**config.mk**
```make
export PLATFORM = sky130hd
export DESIGN_NAME = crc_stream_engine_flat
export DESIGN_NICKNAME = d
export VERILOG_FILES = /design/src/rtl/crc_pkg.sv /design/src/rtl/crc_stream_engine_if.sv /design/src/rtl/crc_step_comb.sv /design/src/rtl/crc_stream_engine.sv /design/src/flat_wrapper.sv
export SDC_FILE = /design/constraint.sdc
export NUM_CORES = 1
export LEC_CHECK = 0
export ABC_AREA = 1
export BUFFER_PORTS_ARGS = -buffer_cell sky130_fd_sc_hd__buf_4
export CORE_MARGIN = 3
export CORE_UTILIZATION = 55
export CTS_CLUSTER_DIAMETER = 120
export CTS_CLUSTER_SIZE = 25
export DETAILED_ROUTE_END_ITERATION = 10
export PLACE_DENSITY = 0.77
export SETUP_SLACK_MARGIN = 0.5
export SYNTH_ARGS = -nofsm -noshare
export SYNTH_HDL_FRONTEND = slang
export SYNTH_SLANG_ARGS = --single-unit
```
**constraint.sdc**
```tcl
create_clock -name clk -period 4.23 [get_ports clk]
set_clock_uncertainty 0.1 [all_clocks]
set_input_delay 0 -clock clk [delete_from_list [all_inputs] [get_ports clk]]
set_output_delay 0 -clock clk [all_outputs]
set_load 0.02 [all_outputs]
```
**src/rtl/crc_pkg.sv**
```systemverilog
// Shared types, common polynomials and bit-reverse helper for the CRC stream engine.
package crc_pkg;

  localparam logic [7:0]  CRC8        = 8'h07;
  localparam logic [15:0] CRC16_CCITT = 16'h1021;
  localparam logic [31:0] CRC32       = 32'h04C11DB7;

  typedef enum logic [1:0] {
    IDLE  = 2'd0,
    ACCUM = 2'd1,
    HOLD  = 2'd2
  } state_e;

  // Reverses the low w bits of x; bits above w come back as zero.
  function automatic logic [63:0] bit_rev(input logic [63:0] x, input int unsigned w);
    logic [63:0] r;
    r = '0;
    for (int unsigned i = 0; i < 64; i++) begin
      if (i < w) r[6'(i)] = x[6'(w - 1 - i)];
    end
    return r;
  endfunction

endpackage

```
**src/rtl/crc_stream_engine_if.sv**
```systemverilog
// Stream-in / result-out bundle of the CRC stream engine.
// CRC_CHECK_EN adds the chk_crc / m_match checker signals.
interface crc_stream_engine_if #(
  parameter int unsigned CRC_W  = 8,
  parameter int unsigned DATA_W = 8,
  parameter int unsigned CNT_W  = 16
);
  logic              s_valid;
  logic              s_ready;
  logic [DATA_W-1:0] s_data;
  logic              s_sop;
  logic              s_eop;
  logic              m_valid;
  logic              m_ready;
  logic [CRC_W-1:0]  m_crc;
  logic [CNT_W-1:0]  m_beats;
  logic              m_restart;
`ifdef CRC_CHECK_EN
  logic [CRC_W-1:0]  chk_crc;
  logic              m_match;

  modport master (output s_valid, s_data, s_sop, s_eop, m_ready, chk_crc,
                  input  s_ready, m_valid, m_crc, m_beats, m_restart, m_match);
  modport slave  (input  s_valid, s_data, s_sop, s_eop, m_ready, chk_crc,
                  output s_ready, m_valid, m_crc, m_beats, m_restart, m_match);
`else
  modport master (output s_valid, s_data, s_sop, s_eop, m_ready,
                  input  s_ready, m_valid, m_crc, m_beats, m_restart);
  modport slave  (input  s_valid, s_data, s_sop, s_eop, m_ready,
                  output s_ready, m_valid, m_crc, m_beats, m_restart);
`endif
endinterface

```
**src/rtl/crc_step_comb.sv**
```systemverilog
// One-beat combinational CRC update: MSB-first long division of DATA_W bits through POLY.
module crc_step_comb #(
  parameter int unsigned      CRC_W      = 8,
  parameter int unsigned      DATA_W     = 8,
  parameter logic [CRC_W-1:0] POLY       = CRC_W'(8'h07),
  parameter bit               REFLECT_IN = 1'b0
) (
  input  logic [CRC_W-1:0]  crc_i,
  input  logic [DATA_W-1:0] data_i,
  output logic [CRC_W-1:0]  crc_c_o
);

  logic [DATA_W-1:0] data_msb;
  logic [CRC_W-1:0]  c;
  logic [DATA_W-1:0] d;
  logic              fb;

  // Put the first wire bit at the top so the divider always consumes MSB-first.
  for (genvar g = 0; g < DATA_W; g++) begin : g_order
    assign data_msb[g] = REFLECT_IN ? data_i[DATA_W-1-g] : data_i[g];
  end

  always_comb begin
    c  = crc_i;
    d  = data_msb;
    fb = 1'b0;
    for (int unsigned i = 0; i < DATA_W; i++) begin
      fb = c[CRC_W-1] ^ d[DATA_W-1];
      c  = {c[CRC_W-2:0], 1'b0} ^ (fb ? POLY : '0);
      d  = d << 1;
    end
    crc_c_o = c;
  end

endmodule

```
**src/rtl/crc_stream_engine.sv**
```systemverilog
// Streaming CRC engine: framed valid/ready beats in, registered CRC + beat count out.
// Define CRC_CHECK_EN to compare the final CRC against chk_crc (m_match).
module crc_stream_engine
  import crc_pkg::*;
#(
  parameter int unsigned      CRC_W       = 8,
  parameter int unsigned      DATA_W      = 8,
  parameter logic [CRC_W-1:0] POLY        = CRC_W'(CRC8),
  parameter logic [CRC_W-1:0] INIT        = '0,
  parameter logic [CRC_W-1:0] XOR_OUT     = '0,
  parameter bit               REFLECT_IN  = 1'b0,
  parameter bit               REFLECT_OUT = 1'b0,
  parameter int unsigned      CNT_W       = 16
) (
  input  logic                  clk,
  input  logic                  reset_n,
  crc_stream_engine_if.slave    bus
);

  state_e             state_q, state_d;
  logic [CRC_W-1:0]   crc_q, crc_d;
  logic [CNT_W-1:0]   cnt_q, cnt_d;
  logic               rflag_q, rflag_d;
  logic               s_ready_q, s_ready_d;
  logic               m_valid_q, m_valid_d;
  logic [CRC_W-1:0]   m_crc_q, m_crc_d;
  logic [CNT_W-1:0]   m_beats_q, m_beats_d;
  logic               m_restart_q, m_restart_d;
  logic               accept_c;
  logic [CRC_W-1:0]   step_in_c, step_out_c, final_c;
`ifdef CRC_CHECK_EN
  logic               m_match_q, m_match_d;
`endif

  assign accept_c  = bus.s_valid && s_ready_q;
  // A frame restarts from INIT unless it is a continuation beat in ACCUM.
  assign step_in_c = (state_q == ACCUM && !bus.s_sop) ? crc_q : INIT;

  crc_step_comb #(
    .CRC_W      (CRC_W),
    .DATA_W     (DATA_W),
    .POLY       (POLY),
    .REFLECT_IN (REFLECT_IN)
  ) u_step (
    .crc_i   (step_in_c),
    .data_i  (bus.s_data),
    .crc_c_o (step_out_c)
  );

  always_comb begin
    final_c = REFLECT_OUT ? CRC_W'(bit_rev(64'(step_out_c), CRC_W)) : step_out_c;
    final_c = final_c ^ XOR_OUT;
  end

  always_ff @(posedge clk or negedge reset_n) begin
    if (!reset_n) begin
      state_q     <= IDLE;
      crc_q       <= INIT;
      cnt_q       <= '0;
      rflag_q     <= 1'b0;
      s_ready_q   <= 1'b1;
      m_valid_q   <= 1'b0;
      m_crc_q     <= '0;
      m_beats_q   <= '0;
      m_restart_q <= 1'b0;
`ifdef CRC_CHECK_EN
      m_match_q   <= 1'b0;
`endif
    end else begin
      state_q     <= state_d;
      crc_q       <= crc_d;
      cnt_q       <= cnt_d;
      rflag_q     <= rflag_d;
      s_ready_q   <= s_ready_d;
      m_valid_q   <= m_valid_d;
      m_crc_q     <= m_crc_d;
      m_beats_q   <= m_beats_d;
      m_restart_q <= m_restart_d;
`ifdef CRC_CHECK_EN
      m_match_q   <= m_match_d;
`endif
    end
  end

  always_comb begin
    state_d     = state_q;
    crc_d       = crc_q;
    cnt_d       = cnt_q;
    rflag_d     = rflag_q;
    m_crc_d     = m_crc_q;
    m_beats_d   = m_beats_q;
    m_restart_d = m_restart_q;
`ifdef CRC_CHECK_EN
    m_match_d   = m_match_q;
`endif
    case (state_q)
      IDLE: begin
        if (accept_c) begin
          crc_d   = step_out_c;
          cnt_d   = CNT_W'(1);
          rflag_d = 1'b0;
          state_d = bus.s_eop ? HOLD : ACCUM;
        end
      end
      ACCUM: begin
        if (accept_c) begin
          crc_d = step_out_c;
          if (bus.s_sop) begin
            cnt_d   = CNT_W'(1);
            rflag_d = 1'b1;
          end else if (cnt_q != '1) begin
            cnt_d = cnt_q + CNT_W'(1);
          end
          if (bus.s_eop) state_d = HOLD;
        end
      end
      HOLD: begin
        if (bus.m_ready) begin
          state_d = IDLE;
          crc_d   = INIT;
          cnt_d   = '0;
          rflag_d = 1'b0;
        end
      end
      default: state_d = IDLE;
    endcase

    // Capture the result on the eop beat so outputs are stable throughout HOLD.
    if (state_d == HOLD && state_q != HOLD) begin
      m_crc_d     = final_c;
      m_beats_d   = cnt_d;
      m_restart_d = rflag_d;
`ifdef CRC_CHECK_EN
      m_match_d   = (final_c == bus.chk_crc);
`endif
    end
    s_ready_d = (state_d != HOLD);
    m_valid_d = (state_d == HOLD);
  end

  assign bus.s_ready   = s_ready_q;
  assign bus.m_valid   = m_valid_q;
  assign bus.m_crc     = m_crc_q;
  assign bus.m_beats   = m_beats_q;
  assign bus.m_restart = m_restart_q;
`ifdef CRC_CHECK_EN
  assign bus.m_match   = m_match_q;
`endif

endmodule

```
**src/flat_wrapper.sv**
```systemverilog
// flat-port wrapper written by rule: the top's interface ports become plain ports
module crc_stream_engine_flat import crc_pkg::*;
#(
  parameter int unsigned      CRC_W       = 8,
  parameter int unsigned      DATA_W      = 8,
  parameter logic [CRC_W-1:0] POLY        = CRC_W'(CRC8),
  parameter logic [CRC_W-1:0] INIT        = '0,
  parameter logic [CRC_W-1:0] XOR_OUT     = '0,
  parameter bit               REFLECT_IN  = 1'b0,
  parameter bit               REFLECT_OUT = 1'b0,
  parameter int unsigned      CNT_W       = 16
)
  (clk, reset_n, bus_s_valid, bus_s_data, bus_s_sop, bus_s_eop, bus_m_ready, bus_s_ready, bus_m_valid, bus_m_crc, bus_m_beats, bus_m_restart);
  crc_stream_engine_if #(.CRC_W(CRC_W), .DATA_W(DATA_W), .CNT_W(CNT_W)) bus_i ();
  input  logic clk;
  input  logic reset_n;
  input wire logic [$bits(bus_i.s_valid)-1:0] bus_s_valid;
  input wire logic [$bits(bus_i.s_data)-1:0] bus_s_data;
  input wire logic [$bits(bus_i.s_sop)-1:0] bus_s_sop;
  input wire logic [$bits(bus_i.s_eop)-1:0] bus_s_eop;
  input wire logic [$bits(bus_i.m_ready)-1:0] bus_m_ready;
  output wire logic [$bits(bus_i.s_ready)-1:0] bus_s_ready;
  output wire logic [$bits(bus_i.m_valid)-1:0] bus_m_valid;
  output wire logic [$bits(bus_i.m_crc)-1:0] bus_m_crc;
  output wire logic [$bits(bus_i.m_beats)-1:0] bus_m_beats;
  output wire logic [$bits(bus_i.m_restart)-1:0] bus_m_restart;
  assign bus_i.s_valid = bus_s_valid;
  assign bus_i.s_data = bus_s_data;
  assign bus_i.s_sop = bus_s_sop;
  assign bus_i.s_eop = bus_s_eop;
  assign bus_i.m_ready = bus_m_ready;
  assign bus_s_ready = bus_i.s_ready;
  assign bus_m_valid = bus_i.m_valid;
  assign bus_m_crc = bus_i.m_crc;
  assign bus_m_beats = bus_i.m_beats;
  assign bus_m_restart = bus_i.m_restart;
  crc_stream_engine #(.CRC_W(CRC_W), .DATA_W(DATA_W), .POLY(POLY), .INIT(INIT), .XOR_OUT(XOR_OUT), .REFLECT_IN(REFLECT_IN), .REFLECT_OUT(REFLECT_OUT), .CNT_W(CNT_W)) u_core (.clk(clk), .reset_n(reset_n), .bus(bus_i));
endmodule
```
==> results of run 1 <==
==> layer usage <==
metal | vias to the layer above | part of all wire (%)
met5 | - | 0
met4 | 0 | 1.5
met3 | 12 | 3.5
met2 | 55 | 52
met1 | 1296 | 43
li1 | 1393 | -
==> worst max-delay path, delay by kind of cell (launching register included) <==
family | cells | cell delay [ps]
and+or+nand+nor | 3 | 290
AOI/OAI and AO/OA | 1 | 390
buffers and inverters | 3 | 970
DFF | 1 | 560
==> through the flow <==
stage | hold slack [ps] | util, % | worst slack [ps] | instance area, µm²
2_1_floorplan | -395.6 | - | 2399 | 3043
3_3_place_gp | -23.64 | 64.31 | 1962 | 3368
3_5_place_dp | -14.17 | 64.31 | 1832 | 3368
4_1_cts | 18.10 | 66.70 | 1817 | 3493
5_1_grt | 60.56 | 66.70 | 1642 | 3493
6_report | 31.54 | 66.70 | 1843 | 3493
==> path summary, 6_finish.rpt <==
check,depth (start not counted),to,startpoint
worst max-delay path,7,u_core.bus.s_ready,u_core.bus.s_ready
worst min-delay path,5,u_core.crc_q[6],bus_s_data[4]
worst max register to register,7,u_core.bus.s_ready,u_core.bus.s_ready
worst min register to register,2,u_core.bus.m_beats[8],u_core.bus.m_beats[8]
max in group asynchronous,2,u_core.cnt_q[12],reset_n
min in group asynchronous,2,u_core.bus.m_beats[2],reset_n
==> kinds of logic (layout without fill, tap and decap cells) <==
group,count (synthesis),in the layout
DFF,54,54
xor gates and xnor gates,9,9
buffers and inverters,50,94
adders and majority gates,1,1
and+or+nand+nor,272,272
AOI/OAI and AO/OA,29,29
==> layout make-up <==
type                       count  area share (%)
inverter                      42           4.513
clock buffer                   6           2.364
timing repair buffer          44           9.670
multi-input combinational    311           41.87
tap                           70           2.507
clock inverter                 2          0.3582
sequential                    54           38.72
==> where the power goes <==
part           leakage [nW]  total, W  internal [W]  switching (W)
registers             0.714  0.000676      0.000610      0.0000655
logic                  1.12  0.000474      0.000167       0.000307
clock network        0.0472  0.000295      0.000132       0.000163
total                  1.88   0.00144      0.000909       0.000536
==> flip-flops by register name, indices dropped and copies added (netlist names) <==
| register | count |
|---|---|
| u_core.bus.m_beats | 16 |
| u_core.bus.m_crc | 8 |
| u_core.bus.m_restart | 1 |
| u_core.bus.m_valid | 1 |
| u_core.bus.s_ready | 1 |
| u_core.cnt_q | 16 |
| u_core.crc_q | 8 |
| u_core.rflag_q | 1 |
| u_core.state_q | 2 |
==> cells in the final DEF, fill, tap and decap left out, types with 3 or more instances in the layout <==
cell,instances
dfrtp_1,53
nand2_4,3
inv_1,39
nand2_1,182
o21ai_2,4
xnor2_1,4
a21oi_1,7
nor2_1,18
o21ai_0,11
nand4_1,11
xor2_1,4
buf_4,41
nand2_2,3
nand3_1,46
dlygate4sd3_1,3
clkbuf_8,6
==> repair_timing <==
action / 4_1_cts / 5_1_grt
buffers inserted: 0 / 0
hold buffers: 3 / 0
endpoints found under the hold margin: 58 / 0
==> summary.txt, run 1 <==
Yosys
  • Complex-gate fraction of the synthesized area: 6.044%
  • Synth Warn #: 0
  • Post-Syn Area per Cell: 7.332 µm²
  • Post-synthesis mux area share: 0%
  • Synth Cell Area: 3043 µm²
  • Synth Area in XOR/XNOR: 2.837%
  • Synth area leaders: dfrtp_1 44%, nand2_1 22%, nand3_1 7.6%
  • Sequential area share after synthesis: 44.45%
  • Ys flop type: dfrtp_1
  • Post-synth EDFFs: 0
  • Cell with the most instances after synthesis: nand2_1
  • Commonest cells in the netlist: 182 x nand2_1, 53 x dfrtp_1, 46 x nand3_1, 39 x inv_1, 18 x nor2_1
  • Syn Nets: 430
  • Top cell type's share of synthesized area: 43.59%
  • Largest family of logic cells by synthesized area: simple AND/OR/NAND/NOR gates
  • Mapped Cells: 415
  • Flops & latches, synth: 54
  • Simple-gate share of the synthesized area: 38.77%
  • Yosys cell types: 33
  • Adder and majority cell fraction of the synthesized area: 0.4112%
  • Largest area contributor in the netlist: dfrtp_1
  • Post-synth ARST share: 100.0%

Global route
  • M1 GR Usage: 27.86%
  • Largest net degree at the start of global routing: 55
  • Initial antenna violation count: 0
  • Routing usage on met2: 44.78%
  • First-pass GRT wire length: 12210 µm
  • GRT busiest layer: met2
  • GRT overflow: 0
  • Met3 usage: 3.027%
  • Vias in the first global route: 2829
  • GRT Util Overall: 23.88%

Drt
  • Initial DRC Count: 173
  • DRT Pass-1 Iters: 5
  • Vias post-DR: 2756
  • # DRC: 0
  • Mean routed wirelength per cell: 12.95 µm
  • Antenna viol nets, final: 0
  • Drt total wl: 6852 µm
  • Vias per cell: 5.210

Critical path
  • CP Class: flip-flop to flip-flop
  • Slack of the worst reg-to-reg path: 1840 ps
  • Startpoint Class: flip-flop
  • Required time of the critical path: 4360 ps
  • WP data arrival: 2510 ps
  • Max stage delay cell, worst path: clkinv_1
  • CP cell instances: nand2_4, inv_2, nand2_1, nor2_2, clkinv_1, o21ai_0, inv_1
  • CP max stage delay: 670 ps
  • Crit path capture type: flip-flop
  • Worst-path maximum fanout: 28

Clock tree
  • TritonCTS clock tree: built
  • Clock transition at path regs: 90 ps
  • CTS Root Cell: clkbuf_8
  • Clock sink count: 54
  • Worst-Skew Late Latency: 300 ps
  • Clock Path Buffers: 2
  • H-tree lvl count: 2
  • CTS resizes: 0
  • Clock buffer count from CTS: 5

Die
  • Initial Utilization: 58.10%
  • Core area: 5238 µm²
  • Die footprint: 6461 µm²
  • Std cell rows: 26
  • Die height: 80.38 µm
  • I/O pin count: 41
  • Die width: 80.38 µm

Pwr
  • Power density over cell area: 413.6 nW/µm²
  • Power Total: 0.001445 W
  • VDD IR-drop max: 0.3341 mV
  • Leak pwr: 1.882 nW

Cells and area
  • Register area: 1353 µm²
  • Final non-filler cell total: 529
  • # diodes: 0
  • Layout fillers: 454
  • Multi-input gate area: 1463 µm²
  • Area added between synthesis and finish: 14.80%
  • Nets: 473
  • Layout cell share with drive strength beyond 1: 15.25%

STA
  • Least-Margin Pin Slew: 838.4 ps
  • RSZ-0062 raised after global routing: no
  • Max_slew headroom: 43.76%
  • # setup viols final: 0
  • Fraction of the cycle the final worst path needs: 56.44%
  • Pins Over Slew Limit: 0
  • Peak Freq: 418.9 MHz
  • Minimum clock period: 2387 ps
  • Setup TNS: 0 ps
  • Hold Fails Final Rpt: 0

Place
  • Gpl congestion: 0.8895
  • Post-DP HPWL: 4876 µm
  • Port-buffer cells: 40
  • Placed cell count: 518

Job
  • Max-Cap Viols: 0

Run status
  • Status: finished clean

Worst hold path
  • Hold crit path type: primary input to flip-flop
Power figures use the tool's default switching activity.
==> run 2, diff against run 1 <==
--- a/config.mk
+++ b/config.mk
@@ -8,11 +8,11 @@
 export ABC_AREA = 1
 export BUFFER_PORTS_ARGS = -buffer_cell sky130_fd_sc_hd__buf_4
 export CORE_MARGIN = 3
-export CORE_UTILIZATION = 55
+export CORE_UTILIZATION = 52
 export CTS_CLUSTER_DIAMETER = 120
 export CTS_CLUSTER_SIZE = 25
 export DETAILED_ROUTE_END_ITERATION = 10
-export PLACE_DENSITY = 0.77
+export PLACE_DENSITY = 0.76
 export SETUP_SLACK_MARGIN = 0.5
 export SYNTH_ARGS = -nofsm -noshare
 export SYNTH_HDL_FRONTEND = slang
==> constraint.sdc (replaced) <==
create_clock -name clk -period 2.1 [get_ports clk]
set_clock_uncertainty 0.1 [all_clocks]
set_input_delay 0 -clock clk [delete_from_list [all_inputs] [get_ports clk]]
set_output_delay 0 -clock clk [all_outputs]
set_load 0.02 [all_outputs]
==> summary.txt, run 2 (synthesized netlist as in run 1, its figures left out) <==
STA
  • Max_slew headroom: 53.47%
  • Setup TNS: 0 ps
  • Peak Freq: 527.6 MHz
  • Least-Margin Pin Slew: 698.0 ps
  • Minimum clock period: 1895 ps
  • # setup viols final: 0
  • Pins Over Slew Limit: 0
  • Fraction of the cycle the final worst path needs: 90.25%
  • Hold Fails Final Rpt: 0
  • RSZ-0062 raised after global routing: yes

Drt
  • Drt total wl: 9563 µm
  • Mean routed wirelength per cell: 16.75 µm
  • Initial DRC Count: 290
  • # DRC: 0
  • DRT Pass-1 Iters: 7
  • Vias post-DR: 3240
  • Antenna viol nets, final: 0
  • Vias per cell: 5.674

Critical path
  • CP cell instances: nand2_4, nor2_1, inv_1, nand2_1, inv_1, a21o_1, a21oi_2, nand2_1, nand2_1
  • Slack of the worst reg-to-reg path: 200 ps
  • Worst-path maximum fanout: 11
  • Startpoint Class: flip-flop
  • CP Buf/Inv Count: 2
  • WP data arrival: 2050 ps
  • Crit path capture type: flip-flop
  • CP max stage delay: 580 ps
  • Crit path max-delay family: flip-flops
  • Most frequent CP cell: nand2_1
  • CP Class: flip-flop to flip-flop
  • Max stage delay cell, worst path: dfstp_2
  • Required time of the critical path: 2260 ps

Clock tree
  • TritonCTS clock tree: built
  • Clock Path Buffers: 2
  • CTS Root Cell: clkbuf_8
  • Clock sink count: 54
  • H-tree lvl count: 2
  • Clock buffer count from CTS: 5
  • Worst-Skew Late Latency: 310 ps
  • Clock transition at path regs: 100 ps

Die
  • Core area: 5574 µm²
  • Initial Utilization: 54.59%
  • Die footprint: 6805 µm²
  • Die width: 82.50 µm
  • I/O pin count: 41
  • Die height: 82.50 µm
  • Std cell rows: 27

Worst hold path
  • Hold crit path type: primary input to flip-flop

Cells and area
  • Most frequent cells in the layout: 146 x nand2_1, 65 x buf_4, 52 x dfrtp_1, 31 x inv_1, 29 x nand3_1
  • Nets: 513
  • Most common cell after layout, fill and taps aside: nand2_1
  • Area added between synthesis and finish: 44.98%
  • Design Area, Final: 4412 µm²
  • Layout cell share with drive strength beyond 1: 38.48%
  • # diodes: 0

Global route
  • Initial antenna violation count: 0
  • Largest net degree at the start of global routing: 55
  • GRT Util Overall: 25.72%
  • GRT overflow: 0
  • First-pass GRT wire length: 13370 µm
  • Vias in the first global route: 2963

Pwr
  • Power density over cell area: 810.3 nW/µm²
  • VDD IR-drop max: 0.6663 mV
  • Leak pwr: 2.253 nW

Place
  • Placement Cell Area: 3498 µm²
  • Gpl congestion: 0.8598
  • Port-buffer cells: 40
  • Post-DP HPWL: 5113 µm

Run status
  • Status: finished clean

Job
  • Max-Cap Viols: 0
run 2: cell count changes in the layout (fill, tap and decap cells not counted), sizes merged:
cell and delta:
clkbuf +2, buf +36, clkinvlp -1, nand2 +1
dlygate4sd3 +1, inv +1
run 2: worst paths after layout:
check / cells past startpoint / endpoint / start
max: 9 / u_core.bus.m_beats[0] / u_core.bus.s_ready
min: 5 / u_core.bus.m_crc[6] / bus_s_data[4]
max reg2reg: 9 / u_core.bus.m_beats[0] / u_core.bus.s_ready
min reg2reg: 2 / u_core.bus.m_beats[5] / u_core.bus.m_beats[5]
max in group asynchronous: 2 / u_core.bus.m_crc[3] / reset_n
min in group asynchronous: 2 / u_core.state_q[0] / reset_n
run 2: cell type report:
type                            count  area [µm²]
Multi-Input combinational cell    312        1962
Timing Repair Buffer               82       723.2
Sequential cell                    54        1354
Inverter                           42       180.2
Clock buffer                        7       86.33
Fill cell                         350        1162
Tap cell                           72       90.09
Clock inverter                      1       5.005
Timing Repair inverter              1       11.26
run 2: worst register-to-register path, delay by kind of cell (launching register included):
family	cells	cell delay, ps
flops	1	580
simple gates	5	470
compound gates	2	440
buf+inv	2	270
run 2: power by group:
part	internal (W)	switching, W
Clock	0.000267	0.000344
Combinational	0.000647	0.000910
Sequential	0.00123	0.000177
Total	0.00214	0.00143
run 2: what timing repair did:
item / in CTS / in global routing
endpoints found under the hold margin: 58 / 0
setup endpoints to repair: 51 / 50
pin swaps: 11 / 48
hold buffers: 4 / 0
buffers inserted: 20 / 12
cloned: 2 / 1
gates resized for setup: 23 / 90
run 2: metrics by stage:
stage / power [W] / util [%] / hold WS [ps] / setup WS [ps] / instances
floorplan: 0.002054 / - / -395.6 / 362.5 / 415
global placement: 0.002385 / 62.76 / -14.14 / 236.3 / 524
detailed placement: 0.002407 / 62.76 / -9.055 / 196.5 / 524
CTS: 0.003199 / 70.91 / 10.90 / 280.7 / 558
global route: 0.003747 / 79.15 / 62.88 / 92.73 / 571
finish: 0.003575 / 79.15 / 34.01 / 204.7 / 571
run 2: metal layers:
layer / part of all wire (%) / global-route usage (%)
met5: 0 / 0
met3: 6.6 / 4.555
met4: 5.3 / 11.93
met1: 38 / 30.57
met2: 51 / 45.03
==> run 3, diff against run 2 <==
--- a/config.mk
+++ b/config.mk
@@ -12,6 +12,7 @@
 export CTS_CLUSTER_DIAMETER = 120
 export CTS_CLUSTER_SIZE = 25
 export DETAILED_ROUTE_END_ITERATION = 10
+export HOLD_SLACK_MARGIN = 0.15
 export PLACE_DENSITY = 0.76
 export SETUP_SLACK_MARGIN = 0.5
 export SYNTH_ARGS = -nofsm -noshare
==> summary.txt, run 3 (synthesized netlist as in run 1, its figures left out) <==
STA
  • Fraction of the cycle the final worst path needs: 89.79%
  • # setup viols final: 0
  • Setup TNS: 0 ps
  • Peak Freq: 530.3 MHz
  • Pins Over Slew Limit: 0
  • Hold Fails Final Rpt: 0
  • Max_slew headroom: 52.99%
  • RSZ-0062 raised after global routing: yes
  • Minimum clock period: 1886 ps
  • Least-Margin Pin Slew: 705.1 ps

Cells and area
  • Most common cell after layout, fill and taps aside: nand2_1
  • # diodes: 0
  • Layout cell share with drive strength beyond 1: 34.93%
  • Layout fillers: 369
  • Nets: 515
  • Most frequent cells in the layout: 148 x nand2_1, 65 x buf_4, 52 x dfrtp_1, 35 x inv_1, 33 x nand3_1
  • Area added between synthesis and finish: 42.76%
  • Final non-filler cell total: 573
  • Core Util, Final: 77.93%

Job
  • Max-Cap Viols: 0

Die
  • Std cell rows: 27
  • Die width: 82.50 µm
  • Die height: 82.50 µm
  • Core area: 5574 µm²
  • I/O pin count: 41
  • Die footprint: 6805 µm²
  • Initial Utilization: 54.59%

Place
  • Gpl congestion: 0.8598
  • Post-DP HPWL: 5113 µm
  • Placed cell count: 524
  • Port-buffer cells: 40

Clock tree
  • Clock transition at path regs: 100 ps
  • TritonCTS clock tree: built
  • Clock Path Buffers: 2
  • CTS Root Cell: clkbuf_8
  • H-tree lvl count: 2
  • Clock buffer count from CTS: 5
  • Clock sink count: 54
  • Worst-Skew Late Latency: 310 ps

Pwr
  • Leak pwr: 2.231 nW
  • VDD IR-drop max: 0.6804 mV
  • Power density over cell area: 798.8 nW/µm²

Global route
  • Largest net degree at the start of global routing: 55
  • GRT overflow: 0
  • Vias in the first global route: 3077
  • First-pass GRT wire length: 13610 µm
  • Initial antenna violation count: 0
  • GRT Util Overall: 26.18%

Critical path
  • Startpoint Class: flip-flop
  • Crit path capture type: flip-flop
  • Worst-path maximum fanout: 4
  • Most frequent CP cell: nand2_1
  • CP Class: flip-flop to flip-flop
  • WP data arrival: 1990 ps
  • Max stage delay cell, worst path: dfrtp_1
  • CP max stage delay: 420 ps
  • Required time of the critical path: 2210 ps
  • CP cell instances: inv_2, nand2_4, nor2_4, clkbuf_16, nand2_8, xor2_4, xnor2_2, nand2_1, nand3_1, nand2_1

Drt
  • DRT Pass-1 Iters: 5
  • Initial DRC Count: 244
  • Antenna viol nets, final: 0
  • Drt total wl: 9094 µm
  • Vias per cell: 5.518
  • # DRC: 0
  • Vias post-DR: 3162
  • Mean routed wirelength per cell: 15.87 µm

Run status
  • Status: finished clean

Worst hold path
  • Hold crit path type: primary input to flip-flop
## run 3: cell types whose count changed in the layout (fill, tap and decap cells not counted), moves of 2 or more
cell	delta
nand2_1	+2
nand3_1	+4
nand2_2	+3
nand2_4	-5
nand3_4	-3
buf_6	-5
inv_2	-3
inv_1	+4
dlygate4sd3_1	+7
## run 3: where the power goes
part           leakage [nW]  switching (W)  internal, W  total [W]
Sequential            0.713       0.000171      0.00123    0.00140
Clock                0.0482       0.000339     0.000267   0.000607
Combinational          1.47       0.000855     0.000606    0.00146
## run 3: area by class of cell
class                   instances  area (µm²)  share of cell area (%)
inverters                      42       177.7                   4.090
flip-flops and latches         54        1354                   31.16
clock inverters                 1       5.005                  0.1152
repair buffers                 84       737.0                   16.96
clock buffers                   7       86.33                   1.987
well taps                      72       90.09                   2.074
multi-input cells             312        1883                   43.35
repair inverters                1       11.26                  0.2592
## run 3: per-layer routing
layer	track usage [%]	routed length, µm
met3	4.772	586
met5	0	0
met1	30.08	3451
met2	46.79	4690
met4	12.42	364
## run 3: through the flow
step,setup WS (ps),area [µm²],power (W),hold WS [ps]
floorplan,362.5,3147,0.002054,-395.6
global placement,236.3,3498,0.002385,-14.14
detailed placement,196.5,3498,0.002407,-9.055
CTS,280.7,4023,0.003209,161.1
global route,138.3,4344,0.003659,186.2
finish,214.4,4344,0.003470,147.0
## run 3: final timing paths
check                                      start               endpoint  slack [ps]  cells after the start
hold / removal                     bus_s_data[6]    u_core.bus.m_crc[6]         150                      7
setup / recovery               u_core.state_q[1]        u_core.crc_q[4]         210                     10
hold reg to reg            u_core.bus.m_beats[5]  u_core.bus.m_beats[5]         380                      2
max in group asynchronous                reset_n      u_core.state_q[0]        1250                      2
min in group asynchronous                reset_n      u_core.state_q[0]         170                      2
setup reg to reg               u_core.state_q[1]        u_core.crc_q[4]         210                     10
## run 3: what timing repair did
item,CTS,global route
buffers inserted,20,7
cloned,2,1
setup endpoints to repair,51,50
hold endpoints to repair,77,0
pin swaps,11,37
hold buffers,11,0
gates resized for setup,23,64
## run 3: worst max-delay path, delay by kind of cell, from the launching register on
| kind | cells | cell delay [ps] |
|---|---|---|
| XOR/XNOR | 2 | 390 |
| buffers and inverters | 2 | 280 |
| flip-flops | 1 | 420 |
| AND/OR/NAND/NOR | 6 | 570 |
